### src/rtl/rvfi_sched_pkg.sv
// Shared types, default parameters and elaboration-time parameter validation
// for rvfi_check_scheduler.
package rvfi_sched_pkg;

    typedef enum logic [2:0] {
        RST,
        ARM,
        WAIT,
        DONE,
        ABORT
    } sched_state_e;

    localparam int unsigned DEF_NRET         = 1;
    localparam int unsigned DEF_CHANNEL_IDX  = 0;
    localparam int unsigned DEF_RESET_CYCLES = 1;
    localparam int unsigned DEF_TRIG_MIN     = 4;
    localparam int unsigned DEF_TRIG_MAX     = 20;
    localparam int unsigned DEF_CHECK_DELAY  = 10;
    localparam int unsigned DEF_CNT_W        = 16;

    // Widths above 32 are rejected so the all-ones bound fits 64-bit math.
    function automatic bit sched_params_ok(
        input int unsigned nret,
        input int unsigned channel_idx,
        input int unsigned reset_cycles,
        input int unsigned trig_min,
        input int unsigned trig_max,
        input int unsigned check_delay,
        input int unsigned cnt_w
    );
        longint unsigned cmax;
        longint unsigned rc;
        longint unsigned tmin;
        longint unsigned tmax;
        longint unsigned dly;
        if (cnt_w < 1 || cnt_w > 32) return 1'b0;
        cmax = (64'd1 << cnt_w) - 64'd1;
        rc   = 64'(reset_cycles);
        tmin = 64'(trig_min);
        tmax = 64'(trig_max);
        dly  = 64'(check_delay);
        return (nret >= 1) && (channel_idx < nret) &&
               (rc >= 64'd1) && (dly >= 64'd1) &&
               (tmax >= tmin) && (tmax < cmax) &&
               (rc - 64'd1 <= cmax) && (dly - 64'd1 <= cmax);
    endfunction

endpackage

### src/rtl/rvfi_check_scheduler_counter.sv
// Loadable down-counter with zero flag; stops at zero. Used for the reset
// window and the trig-to-check delay.
module rvfi_sched_counter #(
    parameter int unsigned     W         = 16,
    parameter logic [W-1:0]    RESET_VAL = '0
) (
    input  logic         clock,
    input  logic         reset,
    input  logic         load,
    input  logic [W-1:0] load_val,
    input  logic         dec,
    output logic         zero
);

    logic [W-1:0] count_q;
    logic [W-1:0] count_d;

    always_comb begin
        count_d = count_q;
        if (load) begin
            count_d = load_val;
        end else if (dec && (count_q != '0)) begin
            count_d = count_q - 1'b1;
        end
    end

    always_ff @(posedge clock) begin
        if (reset) begin
            count_q <= RESET_VAL;
        end else begin
            count_q <= count_d;
        end
    end

    assign zero = (count_q == '0);

endmodule

### src/rtl/rvfi_check_scheduler.sv
// Sequences reset/trig/check for one RVFI formal checker instance.
// Optional `RVFI_SCHED_ABORT_EN adds the sticky 'aborted' output and ABORT state.
module rvfi_check_scheduler
    import rvfi_sched_pkg::*;
#(
    parameter int unsigned NRET         = DEF_NRET,
    parameter int unsigned CHANNEL_IDX  = DEF_CHANNEL_IDX,
    parameter int unsigned RESET_CYCLES = DEF_RESET_CYCLES,
    parameter int unsigned TRIG_MIN     = DEF_TRIG_MIN,
    parameter int unsigned TRIG_MAX     = DEF_TRIG_MAX,
    parameter int unsigned CHECK_DELAY  = DEF_CHECK_DELAY,
    parameter int unsigned CNT_W        = DEF_CNT_W
) (
    input  logic             clock,
    input  logic             reset,
    input  logic [NRET-1:0]  rvfi_valid,
    input  logic [NRET-1:0]  rvfi_halt,
    output logic             chk_reset,
    output logic             trig,
    output logic             check,
    output logic             done,
    output logic [CNT_W-1:0] cycle
`ifdef RVFI_SCHED_ABORT_EN
    ,
    output logic             aborted
`endif
);

    if (!sched_params_ok(NRET, CHANNEL_IDX, RESET_CYCLES, TRIG_MIN, TRIG_MAX,
                         CHECK_DELAY, CNT_W)) begin : g_bad_params
        $error("rvfi_check_scheduler: invalid parameter combination");
    end

    // Counters load N-1 and fire on zero, giving exactly N cycles.
    localparam logic [CNT_W-1:0] RST_LOAD   = CNT_W'(RESET_CYCLES - 1);
    localparam logic [CNT_W-1:0] DLY_LOAD   = CNT_W'(CHECK_DELAY - 1);
    localparam logic [CNT_W-1:0] TRIG_MIN_V = CNT_W'(TRIG_MIN);
`ifdef RVFI_SCHED_ABORT_EN
    localparam logic [CNT_W-1:0] TRIG_MAX_V = CNT_W'(TRIG_MAX);
`endif

    sched_state_e     state_q, state_d;
    logic             chk_reset_q, chk_reset_d;
    logic             trig_q, trig_d;
    logic             check_q, check_d;
    logic             done_q, done_d;
    logic [CNT_W-1:0] cycle_q, cycle_d;
    logic [CNT_W-1:0] cycle_sat;
    logic             qual_evt;
    logic             rst_zero;
    logic             dly_zero;
`ifdef RVFI_SCHED_ABORT_EN
    logic             aborted_q, aborted_d;
`endif

    assign qual_evt  = rvfi_valid[CHANNEL_IDX] && !rvfi_halt[CHANNEL_IDX];
    assign cycle_sat = (cycle_q == '1) ? cycle_q : cycle_q + 1'b1;

    rvfi_sched_counter #(
        .W         (CNT_W),
        .RESET_VAL (RST_LOAD)
    ) u_rst_cnt (
        .clock    (clock),
        .reset    (reset),
        .load     (1'b0),
        .load_val ('0),
        .dec      (state_q == RST),
        .zero     (rst_zero)
    );

    rvfi_sched_counter #(
        .W         (CNT_W),
        .RESET_VAL ('0)
    ) u_dly_cnt (
        .clock    (clock),
        .reset    (reset),
        .load     (trig_d),
        .load_val (DLY_LOAD),
        .dec      (state_q == WAIT),
        .zero     (dly_zero)
    );

    // Decisions use the cycle value visible this clock; the resulting pulse
    // appears on the registered outputs in the following cycle.
    always_comb begin
        state_d     = state_q;
        chk_reset_d = 1'b0;
        trig_d      = 1'b0;
        check_d     = 1'b0;
        done_d      = done_q;
        cycle_d     = cycle_q;
`ifdef RVFI_SCHED_ABORT_EN
        aborted_d   = aborted_q;
`endif
        case (state_q)
            RST: begin
                chk_reset_d = 1'b1;
                cycle_d     = '0;
                if (rst_zero) begin
                    state_d     = ARM;
                    chk_reset_d = 1'b0;
                end
            end
            ARM: begin
                cycle_d = cycle_sat;
                if ((cycle_q >= TRIG_MIN_V) && qual_evt) begin
                    trig_d  = 1'b1;
                    state_d = WAIT;
                end
`ifdef RVFI_SCHED_ABORT_EN
                else if (cycle_q > TRIG_MAX_V) begin
                    state_d   = ABORT;
                    aborted_d = 1'b1;
                end
`endif
            end
            WAIT: begin
                cycle_d = cycle_sat;
                if (dly_zero) begin
                    check_d = 1'b1;
                    state_d = DONE;
                end
            end
            DONE: begin
                cycle_d = cycle_sat;
                done_d  = 1'b1;
            end
            ABORT: begin
                cycle_d = cycle_sat;
            end
            default: begin
                state_d = RST;
            end
        endcase
    end

    always_ff @(posedge clock) begin
        if (reset) begin
            state_q     <= RST;
            chk_reset_q <= 1'b1;
            trig_q      <= 1'b0;
            check_q     <= 1'b0;
            done_q      <= 1'b0;
            cycle_q     <= '0;
`ifdef RVFI_SCHED_ABORT_EN
            aborted_q   <= 1'b0;
`endif
        end else begin
            state_q     <= state_d;
            chk_reset_q <= chk_reset_d;
            trig_q      <= trig_d;
            check_q     <= check_d;
            done_q      <= done_d;
            cycle_q     <= cycle_d;
`ifdef RVFI_SCHED_ABORT_EN
            aborted_q   <= aborted_d;
`endif
        end
    end

    assign chk_reset = chk_reset_q;
    assign trig      = trig_q;
    assign check     = check_q;
    assign done      = done_q;
    assign cycle     = cycle_q;
`ifdef RVFI_SCHED_ABORT_EN
    assign aborted   = aborted_q;
`endif

endmodule

### config.mk
export PLATFORM = sky130hd
export DESIGN_NAME = rvfi_check_scheduler
export DESIGN_NICKNAME = d
export VERILOG_FILES = /design/src/rtl/rvfi_sched_pkg.sv /design/src/rtl/rvfi_check_scheduler_counter.sv /design/src/rtl/rvfi_check_scheduler.sv
export SDC_FILE = /design/constraint.sdc
export NUM_CORES = 1
export LEC_CHECK = 0
export CAP_MARGIN = 5
export CORE_ASPECT_RATIO = 1.75
export CORE_UTILIZATION = 60
export CTS_CLUSTER_SIZE = 12
export DETAILED_ROUTE_END_ITERATION = 10
export PLACE_DENSITY = 0.83
export SYNTH_ARGS = -nofsm -noshare
export SYNTH_HDL_FRONTEND = slang
export SYNTH_SLANG_ARGS = --single-unit
export TNS_END_PERCENT = 100
### constraint.sdc
create_clock -name clock -period 3.8 [get_ports clock]
set_input_delay 0.76 -clock clock [delete_from_list [all_inputs] [get_ports clock]]
set_output_delay 0.76 -clock clock [all_outputs]
set_load 0.02 [all_outputs]
; ---- Yosys cells after proc, flatten, opt, wreduce, memory -nomap -nowiden
; Index checks and enable logic that the tools add are counted.
[totals]
word_cells = 55
register_bits = 55
out_inout_bits = 20
in_bits = 4
[classes]
n_reduce_logical = 18
n_eq_ne = 9
n_lt_le_gt_ge = 1
bitwise_logic = 2
muxes = 13
addsub = 3
[ops]
columns = operator, n
row1 = logical NOT 16 bit, 2
row2 = case mux 16 bit (2 select lines), 1
row3 = nonzero test 16 bit, 2
row4 = "subtractor 16 x 1 -> 16 bit, second input constant", 2
row5 = "adder 16 x 1 -> 16 bit, second input constant", 1
row6 = "equality test 16 bit, second input constant", 1
row7 = "greater-or-equal comparator 16 x 3 -> 1 bit, second input constant", 1
row8 = 2-to-1 mux 16 bit, 1
row9 = case mux 3 bit (4 select lines), 1
row10 = 2-to-1 mux 3 bit, 3
row11 = 2-to-1 mux 4 bit, 2
row12 = "!= test 2 bit, second input constant", 4
row13 = "equality test 3 x 2 -> 1 bit, second input constant", 2
row14 = OR reduction 2 bit, 3
row15 = 2-to-1 mux 1 bit, 5
row16 = logical AND 1 bit, 4
row17 = AND reduction 4 bit, 1
row18 = nonzero test 2 bit, 2
row19 = OR reduction 4 bit, 1
row20 = "equality test 3 x 1 -> 1 bit, second input constant", 1
row21 = "equality test 3 bit, second input constant", 1
row22 = logical NOT 3 bit, 1
row23 = NOT 1 bit, 2
row24 = AND reduction 2 bit, 1
row25 = logical NOT 1 bit, 1

; ---- Logic depth before layout (Yosys ltp)
; Gate-level depths: netlist of run 1.
[logic_depth]
word_depth = 6
ltp_mapped = 8

; ---- Hierarchy
; From an unflattened synthesis of run 1, not the netlist that was laid out.
[unflattened]
cells_unflattened = 369
hier_area_um2 = 3109.2
[by_module_without_submodules]
columns = module, area_per_inst_um2, cells_each, n_inst, seq_area_each_um2
row1 = rvfi_sched_counter, 944.7, 114, 2, 320.3
row2 = rvfi_check_scheduler, 1219.9, 141, 1, 440.4

; ---- Least setup slack after synthesis of run 1
; Ideal clock, no wire load.
[synth_path]
path_type = flip-flop to flip-flop
startpoint = register u_dly_cnt.count_q[0]
endpoint = register state_q[0]
required_ns = 3.728
setup_slack_ns = 1.420
arrival_ns = 2.309
period_less_slack_ns = 2.380
stages_incl_launch_ff = 9
n_path_buf = 1
path_cell_list = dfxtp_1 > inv_1 > ha_1 > or4b_1 > or4_4 > buf_6 > and2_4 > nor4_4 > mux2i_1
[synth_via]
elab_chain_len = 3
[synth_lines]
columns = element, line
row1 = from (decl), rvfi_check_scheduler_counter.sv:15  ; logic [W-1:0] count_q;
row2 = from (signal assigned), rvfi_check_scheduler_counter.sv:31  ; count_q <= count_d;
row3 = logical NOT 16 bit, rvfi_check_scheduler_counter.sv:35  ; assign zero = (count_q == '0);
row4 = != test 2 bit (no source line), --
row5 = AND reduction 4 bit (no source line), --
row6 = to (signal assigned), rvfi_check_scheduler.sv:149  ; state_q <= state_d;
row7 = to (decl), rvfi_check_scheduler.sv:42  ; sched_state_e state_q, state_d;
; Every way passes these cells.
; A chain may end at the register's enable or synchronous reset.

; ---- Worst setup path after layout of run 1
[layout_path]
startpoint = register u_rst_cnt.count_q[0]
endpoint = register state_q[1]
[layout_via]
elab_chain_len = 3
[layout_lines]
columns = element, line
row1 = from (decl), rvfi_check_scheduler_counter.sv:15
row2 = from (signal assigned), rvfi_check_scheduler_counter.sv:31
row3 = logical NOT 16 bit, rvfi_check_scheduler_counter.sv:35
row4 = != test 2 bit (no source line), --
row5 = AND reduction 4 bit (no source line), --
; Every way passes these cells.

==> flow_metrics.env, run 1 <==
export IMPL_criticalPathCategory="reg -> reg"
export IMPL_dieArea_um2=4780
export IMPL_cts_buffers=5
export IMPL_drive_above_1_share_pct=7.44
export IMPL_clock_latency_ns=0.31
export IMPL_cpLargestDelayFamily="simple AND/OR/NAND/NOR gates"
export IMPL_place_gp_congestion=0.856
export IMPL_htreeDepth=2
export IMPL_clockBufferDepth=2
export IMPL_n_fill_cell=350
export IMPL_postLayoutCellArea_um2=3070
export IMPL_n_antenna_cell=0
export IMPL_clockRootBuffer="clkbuf_8"
export IMPL_status="completed"
export IMPL_dpl_cell_area_um2=2960
export IMPL_cts_tree="done"
export IMPL_p_leak_nw=1.08
export IMPL_start_kind="flip-flop"
export IMPL_critical_path_required_ns=4.04
export IMPL_path_clk_slew_ns=0.09
export IMPL_clock_skew_ns=0.00778
export IMPL_io_pins=24
export IMPL_cp_slowest_cell="o41a_1"
export IMPL_antenna_found_initial=0
export IMPL_timing_final_crit_share_pct=66.3
export IMPL_vias=2264
export IMPL_cp_num_cells=6
export IMPL_met1Wirelength_um=2250
export IMPL_cts_sinks=54
export IMPL_post_cts_setup_buffer_count=0
export IMPL_fmax_mhz=397
export IMPL_yosysWarnings=0
export IMPL_clkPwrFrac_pct=24.0
export IMPL_power_frac_comb_pct=33.3
export IMPL_grt_max_degree=20
export IMPL_switchingPower_uw=571
export IMPL_tns_ns=0
export IMPL_syn_inst=313
export IMPL_setup_viol=0
export IMPL_place_hpwl_um=4070
export IMPL_drc=0
export IMPL_grt_pass1_vias=2145
export IMPL_dieHeight_um=90.7
export IMPL_cpPeakStageDelay_ns=0.64
export IMPL_wl_um=5590
export IMPL_ir_drop_uv=739
export IMPL_rsz0062_at_grt="no"
export IMPL_wl_met2_um=3150
export IMPL_top_layer="met4"
export IMPL_seq_area_frac_synth_pct=40.1
export IMPL_postSynthAreaPerCell_um2=8.62
export IMPL_maxSlewViolCount=0
export IMPL_crit_arrival_ns=2.76
export IMPL_netlist_area_um2=2700
export IMPL_maxCapViolations=0
export IMPL_synth_cell_types=46
export IMPL_hold_path_depth=2
export IMPL_path_buf_inv=1
export IMPL_post_cts_resized=0
export IMPL_initialDrtViolationCount=53
export IMPL_hold_buffers=0
export IMPL_seqCellArea_um2=1080
export IMPL_fin_nets=350
export IMPL_grt_ovfl_total=0
export IMPL_num_rows=31
export IMPL_core_area_um2=4230
export IMPL_multiInputGateArea_um2=1550
export IMPL_worst_pin_slew_ns=0.746
export IMPL_rr_worst_depth=6
export IMPL_wl_met3_um=92
export IMPL_ys_ff_latch=54
export IMPL_dr_pass1_iters=4
export IMPL_grtUsageTotal_pct=25.7
export IMPL_end_kind="flip-flop"
export IMPL_path_cells="inv_1 -> ha_1 -> or4b_2 -> o41a_1 -> nor4_4 -> mux2i_1"
export IMPL_p_int_mw=1.05
export IMPL_grt_pass1_wl_um=9350
export IMPL_swShare_pct=35.1
export IMPL_hold_path_class="reg -> reg"
export IMPL_slew_headroom_pct=49.9
export IMPL_cp_max_fo=13
export IMPL_start_util_pct=63.8
export IMPL_die_x_um=52.7
export IMPL_antenna_left=0
export IMPL_area_growth_pct=13.8
export IMPL_period_minus_slack_ns=2.52
export IMPL_viasPerCell=5.88
export IMPL_powerDensity_nw_per_um2=529
export IMPL_hold_viol=0
export IMPL_syn_nets=328
export IMPL_avgRoutedWirePerCell_um=14.5
export IMPL_numPortBuffers=23
export IMPL_seq_power_share_pct=42.7
## Yosys cell counts (all sizes together)
library cell | count | area [um2]
clkbuf | 7 | 26.3
nor2b | 1 | 6.26
o41a | 1 | 11.3
nand4 | 8 | 50.1
a211oi | 5 | 37.5
nor2 | 58 | 218
mux2i | 2 | 20.0
xor2 | 22 | 193
or4b | 2 | 20.0
a211o | 1 | 8.76
nor3b | 2 | 15.0
ha | 11 | 138
o211a | 1 | 10.0
a31oi | 2 | 12.5
xnor2 | 13 | 114
a21boi | 1 | 7.51
nand3 | 16 | 80.1
buf | 2 | 15.0
inv | 8 | 30.0
or2 | 6 | 37.5
nand2 | 13 | 48.8
or3 | 8 | 51.3
nor4 | 13 | 103
nor3 | 8 | 40.0
nand2b | 6 | 37.5
a2111oi | 1 | 8.76
a41oi | 1 | 8.76
o31ai | 2 | 15.0
a21oi | 11 | 55.1
nand4b | 3 | 26.3
a31o | 1 | 8.76
and3 | 2 | 12.5
o21ai | 6 | 30.0
dfxtp | 54 | 1080
nand3b | 3 | 22.5
and2 | 3 | 21.3
or4 | 9 | 77.6
## tightest hold or removal path: stages, from the launching register on
cell,delay (ns)
dfxtp_1,0.33
nand2_1,0.05
a21oi_1,0.05
## sequential cells by signal (all words and copies together) (netlist names)
register	flops
chk_reset	1
u_dly_cnt.count_q	16
state_q	2
cycle	16
check	1
u_rst_cnt.count_q	16
trig	1
done	1
## cell usage in the layout (no fill, tap or decap), types with 3 or more instances in the layout
cell,count
nand2b_1,6
inv_1,8
nand3_1,16
nand2_1,13
nor2_1,58
nand4b_1,3
nand4_1,8
o21ai_0,6
a211oi_1,5
or2_2,6
nand3b_1,3
ha_1,11
nor4_1,11
nor3_1,8
clkbuf_8,5
xor2_1,22
clkdlybuf4s50_1,23
or3_1,7
a21oi_1,11
or4_1,5
xnor2_1,13
dfxtp_1,54
## layer usage
| metal | up-vias | global-route usage [%] |
|---|---|---|
| met1 | 1081 | 26.7 |
| met2 | 29 | 48.1 |
| met4 | 0 | 10.5 |
| met5 | - | 0 |
| li1 | 1147 | - |
| met3 | 7 | 3.54 |
## cells by family after synthesis
kind of cell,synth area share [%]
simple gates,32.1
buf+inv,2.64
xor+xnor,11.4
flops,40.1
compound gates,7.93
mux,0.742
fa+ha+maj,5.10
## final cells by class
type / instances / share of cell area, %
flip-flops and latches: 54 / 35.2
clock inverters: 3 / 1.47
inverters: 8 / 0.978
clock buffers: 5 / 2.24
well taps: 49 / 2.00
multi-input cells: 242 / 50.3
repair buffers: 24 / 7.75
## final timing paths
path	from	endpoint	slack, ns
min	u_rst_cnt.count_q[9]$_SDFFE_PP0P_	u_rst_cnt.count_q[9]$_SDFFE_PP0P_	0.47
max reg2reg	u_rst_cnt.count_q[0]$_SDFFE_PP0P_	state_q[1]$_SDFFE_PP0P_	1.28
max	u_rst_cnt.count_q[0]$_SDFFE_PP0P_	state_q[1]$_SDFFE_PP0P_	1.28
min reg2reg	u_rst_cnt.count_q[9]$_SDFFE_PP0P_	u_rst_cnt.count_q[9]$_SDFFE_PP0P_	0.47
## power by group through the flow
stage	logic [mW]	registers [mW]	clock network (mW)
6_report	0.541	0.694	0.390
5_1_grt	0.611	0.705	0.415
4_1_cts	0.544	0.693	0.396
3_5_place_dp	0.536	0.704	0
3_3_place_gp	0.524	0.702	0
2_1_floorplan	0.432	0.700	0
## stage by stage
step | std cells | power, mW | util, % | hold WS (ns) | setup WS, ns
floorplan | 313 | 1.13 | - | 0.444 | 1.42
global placement | 377 | 1.23 | 69.9 | 0.457 | 1.39
detailed placement | 377 | 1.24 | 69.9 | 0.462 | 1.31
CTS | 385 | 1.63 | 72.6 | 0.476 | 1.25
global route | 385 | 1.73 | 72.6 | 0.514 | 1.12
finish | 385 | 1.63 | 72.6 | 0.474 | 1.28
No activity file was read; power rests on OpenSTA's default activity.
==> run 2: changes to the inputs <==
--- a/config.mk
+++ b/config.mk
@@ -7,10 +7,10 @@
 export LEC_CHECK = 0
 export CAP_MARGIN = 5
 export CORE_ASPECT_RATIO = 1.75
-export CORE_UTILIZATION = 60
+export CORE_UTILIZATION = 57
 export CTS_CLUSTER_SIZE = 12
 export DETAILED_ROUTE_END_ITERATION = 10
-export PLACE_DENSITY = 0.83
+export PLACE_DENSITY = 0.79
 export SYNTH_ARGS = -nofsm -noshare
 export SYNTH_HDL_FRONTEND = slang
 export SYNTH_SLANG_ARGS = --single-unit
==> constraint.sdc (replaced) <==
create_clock -name clock -period 2.5 [get_ports clock]
set_input_delay 0.5 -clock clock [delete_from_list [all_inputs] [get_ports clock]]
set_output_delay 0.5 -clock clock [all_outputs]
set_load 0.02 [all_outputs]
==> flow_metrics.env, run 2 (same netlist as run 1, synthesis figures left out) <==
export IMPL_end_kind="flip-flop"
export IMPL_cp_slowest_cell="or4_4"
export IMPL_place_hpwl_um=4180
export IMPL_clockBufferDepth=2
export IMPL_hold_path_depth=2
export IMPL_cpPeakStageDelay_ns=0.54
export IMPL_area_growth_pct=15.9
export IMPL_power_total_mw=2.40
export IMPL_dpl_cell_area_um2=3030
export IMPL_io_pins=24
export IMPL_min_to="u_rst_cnt.count_q[9]$_SDFFE_PP0P_"
export IMPL_clock_skew_ns=0.00528
export IMPL_cts_buffers=5
export IMPL_start_util_pct=60.2
export IMPL_period_minus_slack_ns=2.34
export IMPL_mostFrequentLayoutCells="58 x nor2_1, 54 x dfxtp_1, 23 x clkdlybuf4s50_1"
export IMPL_dieArea_um2=5020
export IMPL_post_cts_resized=0
export IMPL_final_cells=396
export IMPL_critical_path_required_ns=2.73
export IMPL_drc=0
export IMPL_fin_util_pct=69.7
export IMPL_cp_num_cells=7
export IMPL_post_cts_setup_buffer_count=0
export IMPL_worst_pin_slew_ns=0.655
export IMPL_n_fill_cell=371
export IMPL_path_cells="inv_1 -> ha_1 -> or4b_1 -> or4_4 -> and2_4 -> nor4_4 -> mux2i_1"
export IMPL_powerDensity_nw_per_um2=768
export IMPL_place_gp_congestion=0.835
export IMPL_drive_above_1_share_pct=10.1
export IMPL_n_antenna_cell=0
export IMPL_rr_endpoint="state_q[1]$_SDFFE_PP0P_"
export IMPL_criticalPathCategory="reg -> reg"
export IMPL_path_clk_slew_ns=0.09
export IMPL_cts_sinks=54
export IMPL_hold_buffers=0
export IMPL_wl_um=5620
export IMPL_antenna_found_initial=0
export IMPL_cp_max_fo=5
export IMPL_htreeDepth=2
export IMPL_r2r_start="u_dly_cnt.count_q[0]$_SDFFE_PP0P_"
export IMPL_cts_tree="done"
export IMPL_p_leak_nw=1.12
export IMPL_start_kind="flip-flop"
export IMPL_antenna_left=0
export IMPL_maxCapViolations=0
export IMPL_post_place_ws_ns=0.0804
export IMPL_status="completed"
export IMPL_crit_arrival_ns=2.58
export IMPL_fin_nets=360
export IMPL_fmax_mhz=427
export IMPL_layout_commonest_cell="nor2_1"
export IMPL_cpLargestDelayFamily="simple AND/OR/NAND/NOR gates"
export IMPL_avgRoutedWirePerCell_um=14.2
export IMPL_dr_pass1_iters=4
export IMPL_hold_viol=0
export IMPL_rr_worst_depth=7
export IMPL_grt_max_degree=17
export IMPL_clock_latency_ns=0.30
export IMPL_rsz0062_at_grt="no"
export IMPL_dp_cells=389
export IMPL_grt_ovfl_total=0
export IMPL_dieHeight_um=93.0
export IMPL_vias=2297
export IMPL_core_area_um2=4480
export IMPL_initialDrtViolationCount=48
export IMPL_grt_pass1_vias=2124
export IMPL_clockRootBuffer="clkbuf_8"
export IMPL_tns_ns=0
export IMPL_fin_ws_ns=0.158
export IMPL_hold_path_class="reg -> reg"
export IMPL_whs_ns=0.475
export IMPL_viasPerCell=5.80
export IMPL_hp_start="u_rst_cnt.count_q[9]$_SDFFE_PP0P_"
export IMPL_timing_final_crit_share_pct=93.7
export IMPL_grtUsageTotal_pct=24.0
export IMPL_grt_pass1_wl_um=9030
export IMPL_setup_viol=0
export IMPL_num_rows=32
export IMPL_postLayoutCellArea_um2=3130
export IMPL_die_x_um=54.0
export IMPL_path_buf_inv=1
export IMPL_numPortBuffers=23
export IMPL_ir_drop_uv=853
export IMPL_slew_headroom_pct=55.9
export IMPL_r2r_slack_ns=0.16
export IMPL_maxSlewViolCount=0
[run 2: power by group]
group | switching (mW) | internal, mW
Clock | 0.277 | 0.192
Combinational | 0.490 | 0.391
Sequential | 0.0945 | 0.958
Total | 0.861 | 1.54
[run 2: worst max path at each step]
stage	start	endpoint	slack, ns
floorplan	u_dly_cnt.count_q[0]$_SDFFE_PP0P_	state_q[0]$_SDFFE_PP0P_	0.12
global placement	u_rst_cnt.count_q[0]$_SDFFE_PP0P_	state_q[1]$_SDFFE_PP0P_	0.17
detailed placement	u_rst_cnt.count_q[0]$_SDFFE_PP0P_	state_q[1]$_SDFFE_PP0P_	0.08
CTS	u_rst_cnt.count_q[0]$_SDFFE_PP0P_	state_q[1]$_SDFFE_PP0P_	0.04
global route	u_dly_cnt.count_q[0]$_SDFFE_PP0P_	state_q[1]$_SDFFE_PP0P_	0.03
finish	u_dly_cnt.count_q[0]$_SDFFE_PP0P_	state_q[1]$_SDFFE_PP0P_	0.16
[run 2: routing by layer]
layer	up-vias	routed length, um	share of wire (%)	GRT usage (%)
met1	1107	2350	42	26.0
met3	8	110	2.0	3.41
met5	-	0	0	0
li1	1156	-	-	-
met2	26	3060	54	43.9
met4	0	104	1.8	9.40
[run 2: tightest hold or removal path, stage by stage (launching register included)]
cell and delay, ns:
dfxtp_1 0.33, nand2_1 0.05, a21oi_1 0.05
[run 2: final cells by class]
type / count / area, um2 / share of cell area (%)
tap: 51 / 63.8 / 2.04
sequential: 54 / 1080 / 34.6
clock buffer: 5 / 68.8 / 2.20
inverter: 8 / 30.0 / 0.960
multi-input combinational: 242 / 1560 / 49.7
timing repair buffer: 34 / 313 / 10.0
clock inverter: 2 / 15.0 / 0.480
